<file path="config.mk">
export PLATFORM = sky130hd
export DESIGN_NAME = serial_add_ctrl
export DESIGN_NICKNAME = d
export VERILOG_FILES = /design/src/rtl/serial_add_ctrl.sv
export SDC_FILE = /design/constraint.sdc
export NUM_CORES = 1
export LEC_CHECK = 0
export ABC_AREA = 0
export CAP_MARGIN = 20
export CORE_ASPECT_RATIO = 0.75
export CORE_MARGIN = 2
export CORE_UTILIZATION = 30
export DETAILED_ROUTE_END_ITERATION = 10
export MAX_ROUTING_LAYER = met4
export PLACE_DENSITY = 0.58
export SLEW_MARGIN = 30
export SYNTH_ARGS = -nofsm -noshare
export SYNTH_HDL_FRONTEND = slang
export SYNTH_SLANG_ARGS = --single-unit
</file>
<file path="constraint.sdc">
create_clock -name clk -period 1.4 [get_ports clk]
set_input_delay 0.35 -clock clk [delete_from_list [all_inputs] [get_ports clk]]
set_output_delay 0.35 -clock clk [all_outputs]
set_load 0.1 [all_outputs]
</file>
<file path="src/rtl/serial_add_ctrl.sv">
// Bit-serial add/subtract sequencer time-sharing one full-adder cell, LSB first.
// Latency: start taken at edge E0, done pulses in the cycle after E(WIDTH); one op per WIDTH+2 cycles.
// Backpressure: start is only taken while ready (IDLE); in RUN/DONE it is ignored, not queued.
module serial_add_ctrl #(
    parameter int WIDTH = 8
) (
    input  logic             clk,
    input  logic             rst_n,
    input  logic             start,
    input  logic             sub,
    input  logic             cin,
    input  logic [WIDTH-1:0] a,
    input  logic [WIDTH-1:0] b,
    output logic             ready,
    output logic             done,
    output logic [WIDTH-1:0] sum,
    output logic             cout,
    output logic             ovf
);
    localparam int CW = $clog2(WIDTH);

    typedef enum logic [1:0] {
        ST_IDLE = 2'd0,
        ST_RUN  = 2'd1,
        ST_DONE = 2'd2
    } state_t;

    state_t           r_state;
    state_t           w_state_nxt;
    logic [WIDTH-1:0] r_a;
    logic [WIDTH-1:0] r_b;
    logic [WIDTH-1:0] r_sum;
    logic             r_carry;
    logic             r_cout;
    logic             r_ovf;
    logic [CW-1:0]    r_cnt;

    logic w_accept;
    logic w_last;
    logic w_s;
    logic w_co;
    logic w_c_msb_in;

    // The single shared full-adder cell, fed from the bottom of the operand shifters.
    assign w_s        = r_a[0] ^ r_b[0] ^ r_carry;
    assign w_co       = (r_a[0] & r_b[0]) | (r_carry & (r_a[0] ^ r_b[0]));
    // On the last bit the carry flop holds the carry into the MSB.
    assign w_c_msb_in = r_carry;
    assign w_accept   = (r_state == ST_IDLE) && start;
    assign w_last     = (r_cnt == CW'(WIDTH - 1));

    assign sum  = r_sum;
    assign cout = r_cout;
    assign ovf  = r_ovf;

    // State register; reset aborts any operation in flight.
    always_ff @(posedge clk or negedge rst_n) begin
        if (!rst_n) begin
            r_state <= ST_IDLE;
        end else begin
            r_state <= w_state_nxt;
        end
    end

    // Next-state and handshake outputs decoded from the registered state.
    always_comb begin
        w_state_nxt = r_state;
        ready       = 1'b0;
        done        = 1'b0;
        case (r_state)
            ST_IDLE: begin
                ready = 1'b1;
                if (start) begin
                    w_state_nxt = ST_RUN;
                end
            end
            ST_RUN: begin
                if (w_last) begin
                    w_state_nxt = ST_DONE;
                end
            end
            ST_DONE: begin
                done        = 1'b1;
                w_state_nxt = ST_IDLE;
            end
            default: begin
                w_state_nxt = ST_IDLE;
            end
        endcase
    end

    // Operand capture, one bit of add per RUN cycle, and result/flag capture on the last bit.
    always_ff @(posedge clk or negedge rst_n) begin
        if (!rst_n) begin
            r_a     <= '0;
            r_b     <= '0;
            r_sum   <= '0;
            r_carry <= 1'b0;
            r_cout  <= 1'b0;
            r_ovf   <= 1'b0;
            r_cnt   <= '0;
        end else if (w_accept) begin
            // Subtract is a + ~b + 1: invert B and force the initial carry.
            r_a     <= a;
            r_b     <= sub ? ~b : b;
            r_carry <= sub | cin;
            r_cnt   <= '0;
        end else if (r_state == ST_RUN) begin
            r_sum   <= {w_s, r_sum[WIDTH-1:1]};
            r_a     <= r_a >> 1;
            r_b     <= r_b >> 1;
            r_carry <= w_co;
            if (w_last) begin
                r_cout <= w_co;
                r_ovf  <= w_c_msb_in ^ w_co;
            end else begin
                r_cnt <= r_cnt + CW'(1);
            end
        end
    end

endmodule

</file>
== Word level (Yosys, flattened, before mapping) ==
Index checks and enable logic that the tools add are counted.
Word-level totals
  output and inout port bits: 12
  flip-flop bits (word level): 32
  logic and storage cells: 46
  input port bits: 21
Cells by class
  bitwise logic cells: 9
  reductions and logical operators: 7
  mux-type cells: 15
  equal/unequal tests: 6
  add/sub/neg operators: 1
Operator list (count)
  $mux 8: 5
  $mux 3: 3
  $not 8->8: 1
  $ne 2x2->1 const B: 3
  $reduce_and 2->1: 3
  $mux 1: 4
  $mux 2: 2
  $pmux 2 s2: 1
  $add 3x1->3 const B: 1
  $eq 3x3->1 const B: 1
  $reduce_and 3->1: 1
  $xor 1x1->1: 3
  $and 1x1->1: 2
  $eq 2x1->1 const B: 1
  $eq 2x2->1 const B: 1
  $logic_not 2->1: 1
  $or 1x1->1: 2
  $reduce_bool 2->1: 1
  $logic_and 1x1->1: 1
  $not 1->1: 1

== Depth between registers and ports, before layout ==
Gate-level depths: netlist (run 1).
  depth in word-level cells: 5
  mapped depth: 5
  depth with buffers taken out: 4

== Least setup slack after synthesis (run 1) ==
OpenSTA, ideal clock, no wires.
  path type: register to output
  from: register r_state[1]
  to: output port done
  data arrival time: 1.838 ns
  stages on the path, launching flop included: 4
  required time: 1.050 ns
  path buffers: 1
  slack: -0.788 ns
  path through: dfrtp_1 buf_2 inv_1 nor2_1
On the way
  longest elaborated chain between the ends: 2
RTL lines
  start, declared: line 28  | state_t r_state;
  start signal, assigned: line 61  | r_state <= w_state_nxt;
  $eq 2x2->1: line 70  | case (r_state)
  $mux 1: line 70
  end, declared: line 15  | output logic done,
No other way between the ends.

== Final worst setup path (run 1) ==
  from: register r_state[0]
  to: output port done
The elaborated chain is that of the path after synthesis.

==> results.md, run 1 <==
* Pins Over Slew Limit at 0
* Max stage delay cell, worst path: dfrtp_1
* Register area share after synthesis at between 50% and 60%
* Worst slack at placement at -387.0 ps
* CP max FO at 4
* Htree depth at 2
* Worst setup path category: flop to output port
* Transition time of the tightest slew-check pin at 232.0 ps
* Fmax at 675.0 MHz
* Avg WL per Cell at 12.30 um
* Maximum VDD drop at 1.767 mV
* Post-route design area at roughly 2300 um2
* Crit end category: output port
* Commonest cells after routing, fill and taps aside: 48 x nand2_1, 32 x dfrtp_1, 19 x clkdlybuf4s50_1
* Final WS setup at -81.46 ps
* Critical-path cell list: buf_6 -> nor2_4 -> buf_12
* Clk_skew at 12.73 ps
* Vias in the first global route at 1237
* Largest net degree at the start of global routing at 33
* First-pass GRT wire length at roughly 5.6 mm
* Area after DPL at between 2000 and 2500 um2
* Vias/cell at between 4 and 5
* Status: finished, violations left
* Met1 Wirelength at between 1.5 and 2 mm
* DRT Pass-1 Iters at 4
* RSZ-0062 raised after global routing: yes
* Worst hold path type: input pin to async pin
* Clock slew at reported path FFs at about 80 ps
* Row count at 22
* Initial antenna violation count at 0
* WP data required at 1050 ps
* CTS Buf Count at 5
* Filler cell count at around 450
* Total GRT Usage at 13.51%
* Total wire length at between 3 and 4 mm
* Die ar. at 5562 um2
* CTS tree: yes
* Routed length on met3 at 167 um
* Layout cells sized above 1 at 30.10%
* Post-synth cell types at 29
* Syn. warnings at 0
* Commonest non-fill, non-tap cell in the layout: nand2_1
* Worst path max stage delay at 410 ps
* Clock Sinks at 32
* Gate Count Post-Synth at 154
* Reg2reg start: r_state[0]
* Post-DP HPWL at 2.150 mm
* Remaining antenna violation count after routing at 0
* CP top delay family: flip-flops
* I/O pins at 33
* Met2 Routed Length at 1.401 mm
* Final Non-Filler Cells at 266
* Die Y-Extent at roughly 65 um
* Fin. Hold Viols at 0
* Leakage at 0.001044 uW
* Port Buf Inserts at 32
* # placed instances at 250
* Failing checks: setup timing
* Clock root cell: clkbuf_8
* Synth Register Bits at 32
* Worst setup SP type: flop
* Chip width at 85.45 um
* R2R setup slack at -70 ps
* Final nets at ~230
* Synthesized area at 1493 um2
* Crit path arrival time at 1130 ps
* GPL Wtd Cong at 0.7364
* Core area at 4845 um2
* # DRC at 0
* Worst R2R Path Depth at 4
* Gr ovfl total at 0
* Clk Latency, worst-skew pair at roughly 280 ps
* Vias at 1216
* MaxCap Viol Count at 0
* Min Tclk post-route at 1481 ps
* Worst path bufs/invs at 2
* Setup violation total in the final timing report at 6
* Reg2Reg Capture Point: r_cnt[0]
* Area Growth Syn to Fin at 56.58%
* Tcrit/Tclk final at 105.8%
* CTS Buffer Depth at 2
* # diodes at 0
* Worst relative slew slack at 84.42%
* Syn nets at between 150 and 200
* Synth Area per Inst at between 9 and 10 um2
* Starting Density at 30.81%
* Power per cell area at 2579 nW/um2
* Top routing layer in use: met4
* 1st-iter DRT viols at 89
worst max path at each step:
stage	end	cells past startpoint	startpoint	slack, ps
floorplan	done	3	r_state[1]	-40
global placement	r_a[6]	5	start	-350
detailed placement	r_b[2]	5	start	-390
CTS	done	3	r_state[0]	-100
global route	done	4	r_state[1]	-130
finish	done	3	r_state[0]	-80
metal layers:
metal | up-vias | track usage [%]
met1 | 558 | 18.32
met2 | 29 | 19.43
met5 | - | -
met4 | 0 | 5.357
li1 | 624 | -
met3 | 5 | 3.518
registers in the layout, indices dropped and copies added, names as in the netlist:
signal and count:
r_carry 1, r_cnt 3, ovf 1, r_state 2, r_b 8, r_a 8
sum 8, cout 1
synth_stat cells (all sizes together):
library cell	n	area (um2)
nand2	48	180.2
dfrtp	32	800.8
nor2	10	37.54
a31oi	7	43.79
buf	7	50.05
xnor2	7	61.31
a21oi	5	25.02
o221ai	5	43.79
o22ai	5	31.28
inv	4	15.01
clkbuf	3	11.26
a22o	2	17.52
ha	2	25.02
mux2	2	26.27
nand3	2	10.01
o21ai	2	10.01
xor2	2	17.52
and2	1	6.260
fa	1	20.02
nand2b	1	6.260
nor2b	1	6.260
o21a	1	15.01
o21bai	1	7.510
o32ai	1	8.760
or2b	1	7.510
or3b	1	8.760
stage by stage:
step	power, uW	TNS, ps	hold slack, ps	util [%]
CTS	6012	-257.8	426.5	47.06
finish	6028	-231.1	423.9	48.24
detailed placement	4944	-6702	479.5	42.92
global route	6398	-815.2	450.0	48.24
floorplan	3797	-36.09	54.41	-
global placement	4901	-6323	470.8	42.92
repair_timing:
action / in CTS / in global routing
setup endpoints to repair: 17 / 22
gates resized for setup: 12 / 13
gates cloned: 0 / 0
setup buffers: 6 / 2
hold buffers: 0 / 0
pin swaps: 1 / 2
kinds of logic after synthesis:
kind of cell / after synthesis / share of synthesized area [%]
xor+xnor: 9 / 5.281
buf+inv: 14 / 5.113
fa+ha+maj: 3 / 3.017
compound gates: 29 / 13.58
mux: 2 / 1.760
simple gates: 65 / 17.60
flops: 32 / 53.65
cell type report:
type                    instances  area, um2  area share [%]
multi-input cells             108      689.4           29.50
repair buffers                 54      640.6           27.41
inverters                       4      20.02          0.8565
clock inverters                 3      42.54           1.820
well taps                      60      75.07           3.212
clock buffers                   5      68.82           2.944
flip-flops and latches         32      800.8           34.26
where the power goes:
part | total (uW) | leakage [uW] | switching (uW) | internal (uW)
Clock | 886 | 0.0000541 | 359 | 527
Combinational | 3430 | 0.000595 | 1990 | 1430
Sequential | 1720 | 0.000395 | 363 | 1350
Total | 6030 | 0.00104 | 2720 | 3310
Note: power is estimated with default switching activity, not from simulation.
==> inputs of run 2 (changes only) <==
--- a/config.mk
+++ b/config.mk
@@ -5,14 +5,13 @@
 export SDC_FILE = /design/constraint.sdc
 export NUM_CORES = 1
 export LEC_CHECK = 0
-export ABC_AREA = 0
 export CAP_MARGIN = 20
 export CORE_ASPECT_RATIO = 0.75
-export CORE_MARGIN = 2
 export CORE_UTILIZATION = 30
 export DETAILED_ROUTE_END_ITERATION = 10
+export DONT_BUFFER_PORTS = 1
 export MAX_ROUTING_LAYER = met4
-export PLACE_DENSITY = 0.58
+export PLACE_DENSITY = 0.49
 export SLEW_MARGIN = 30
 export SYNTH_ARGS = -nofsm -noshare
 export SYNTH_HDL_FRONTEND = slang
==> run 2 against run 1 <==
Compared with the run above:
- the run still ends with setup timing left
- hold slack got worse by 220 ps
- clock skew shrank 4.9 ps
- register-to-register slack hardly changed
- critical path type unchanged
==> results.md, run 2 (synthesis results as in run 1) <==
* Reg2reg start: r_state[1]
* Status: finished, violations left
* Worst setup path category: flop to output port
* MaxCap Viol Count at 0 (unchanged)
* R2R setup slack at -60 ps (about the same)
* 1st-iter DRT viols at 40 (-55%)
* Final Total Pwr at 5329 uW (-12%)
* Fin. Hold Viols at 0 (unchanged)
* Crit path arrival time at 1120 ps (about the same)
* Pins Over Slew Limit at 0 (unchanged)
* CP max FO at 4 (unchanged)
* Commonest cells after routing, fill and taps aside: 48 x nand2_1, 32 x dfrtp_1, 19 x buf_4
* Clk Latency, worst-skew pair at 280 ps (about the same)
* Area after DPL at 1693 um2 (-19%)
* Area Growth Syn to Fin at 28.25%
* Leakage at 0.0008716 uW (-17%)
* Final WS setup at -73.55 ps (+7.914 ps)
* Clock slew at reported path FFs at 60 ps (-20 ps)
* Switching share of total power at 48.84% (+3.8 points)
* # DRC at 0 (unchanged)
* Setup violation total in the final timing report at 3 (-3)
* Min Tclk post-route at 1474 ps (-7.914 ps)
* Multi-input logic area at 680.7 um2 (-1.3%)
* Htree depth at 2 (unchanged)
* Filler cell count at 445 (-2.0%)
* Vias in the first global route at 1188 (-4.0%)
* DRT Pass-1 Iters at 4 (unchanged)
* CTS Buf Count at 5 (unchanged)
* # placed instances at 221 (-12%)
* Die ar. at 5265 um2 (-5.3%)
* Worst relative slew slack at 72.44% (-12 points)
* Worst setup SP type: flop
* Sequential share of power at 29.5% (+1.0 points)
* Remaining antenna violation count after routing at 0 (unchanged)
* Post-DP HPWL at 2.240 mm (+4.2%)
* Combinational power share at 58.3% (+1.5 points)
* Port Buf Inserts at 0 (-100%)
* Clk_skew at 7.832 ps (-4.902 ps)
* Layout cells sized above 1 at 28.65% (-1.4 points)
* Internal power at 2726 uW (-18%)
* Setup TNS at -190.5 ps (+40.59 ps)
* Starting Density at 32.28% (+1.5 points)
* Final nets at 202 (-12%)
* Clock root cell: clkbuf_8
* Fmax at 678.6 MHz (+0.54%)
* Core area at 4624 um2 (-4.5%)
* Row count at 21 (-4.5%)
* CTS Buffer Depth at 2 (unchanged)
* Worst hold path type: input pin to flop
* Crit end category: output port
* Die Y-Extent at 63.09 um (-3.1%)
* Failing checks: setup timing
* Vias at 1145 (-5.8%)
* Vias/cell at 4.872 (+6.6%)
* FF+latch area at 800.8 um2 (unchanged)
* GPL Wtd Cong at 0.7494 (+1.8%)
* I/O pins at 33 (unchanged)
* # diodes at 0 (unchanged)
* WP data required at 1050 ps (about the same)
* Final Non-Filler Cells at 235 (-12%)
* Total GRT Usage at 14.29% (+0.78 points)
* Sw power at 2603 uW (-4.1%)
* Commonest non-fill, non-tap cell in the layout: nand2_1
* First-pass GRT wire length at 5.630 mm (+0.50%)
* Total wire length at 3.321 mm (+1.5%)
* Final Util at 41.40% (-6.8 points)
* Chip width at 83.45 um (-2.3%)
* Tcrit/Tclk final at 105.3% (-0.57 points)
* Initial antenna violation count at 0 (unchanged)
* Power per cell area at 2784 nW/um2 (+7.9%)
* RSZ-0062 raised after global routing: yes
* Clock Sinks at 32 (unchanged)
* Hold Path Origin: a[7]
* Gr ovfl total at 0 (unchanged)
* Transition time of the tightest slew-check pin at 412.5 ps (+180.5 ps)
* CTS tree: yes
* Post-route design area at 1914 um2 (-18%)
* Clock share of power at 12.2% (-2.5 points)
* Largest net degree at the start of global routing at 33 (unchanged)
* Maximum VDD drop at 1.052 mV (-41%)
* Avg WL per Cell at 14.13 um (+15%)
* Crit path launch: r_state[0]
==> run 2: routing by layer <==
layer / GRT usage (%) / part of all wire, % / routed length [um]
met3: 5.111 / 5.5 / 181
met1: 16.88 / 45 / 1510
met4: 5.085 / 1.1 / 35
met2: 22.75 / 48 / 1594
met5: - / 0 / 0
==> run 2: critical path, cell delays in order, from the launching register on <==
cell and delay [ps]:
dfrtp_1 410, buf_6 150, nor2_4 120, buf_12 180
==> run 2: final timing paths <==
| path | cells after the start | to |
|---|---|---|
| max | 3 | done |
| min | 2 | r_a[7] |
| max reg2reg | 4 | r_cnt[0] |
| min reg2reg | 2 | r_b[4] |
| max in group asynchronous | 2 | r_state[1] |
| min in group asynchronous | 2 | r_b[5] |
==> run 2: metrics by stage <==
step                      hold WS, ps  worst slack (ps)
after floorplan                 54.41            -36.09
after global placement          55.68             40.22
after detailed placement        55.83            -3.066
after CTS                       216.2            -80.45
after global routing            209.6            -107.8
final                           204.1            -73.55
==> run 2: cell type report <==
cell class,instances,share of cell area [%]
Tap cell,57,3.725
Clock buffer,6,3.791
Sequential cell,32,41.83
Clock inverter,1,0.2614
Inverter,4,0.9150
Multi-Input combinational cell,108,35.56
Timing Repair Buffer,27,13.92
==> run 2: what timing repair did <==
item                                   in CTS  in global routing
pin swaps                                   1                  0
setup buffers                               5                  0
endpoints found under the hold margin      32                  0
hold buffers                                2                  0
resized for setup                           3                 20
setup endpoints to repair                   3                 23
==> run 2: power groups by stage <==
stage                     clock [uW]  sequential [uW]  combinational (uW)
after floorplan                    0             2510                1290
after global placement             0             1570                2810
after detailed placement           0             1580                2860
after CTS                        676             1570                2990
after global routing             721             1610                3360
final                            653             1570                3110
==> inputs of run 3 (changes only) <==
--- a/config.mk
+++ b/config.mk
@@ -5,7 +5,7 @@
 export SDC_FILE = /design/constraint.sdc
 export NUM_CORES = 1
 export LEC_CHECK = 0
-export CAP_MARGIN = 20
+export CAP_MARGIN = 15
 export CORE_ASPECT_RATIO = 0.75
 export CORE_UTILIZATION = 30
 export DETAILED_ROUTE_END_ITERATION = 10
==> results of run 3 <==
The final DEF is identical to that of run 2; final timing and power are the same.
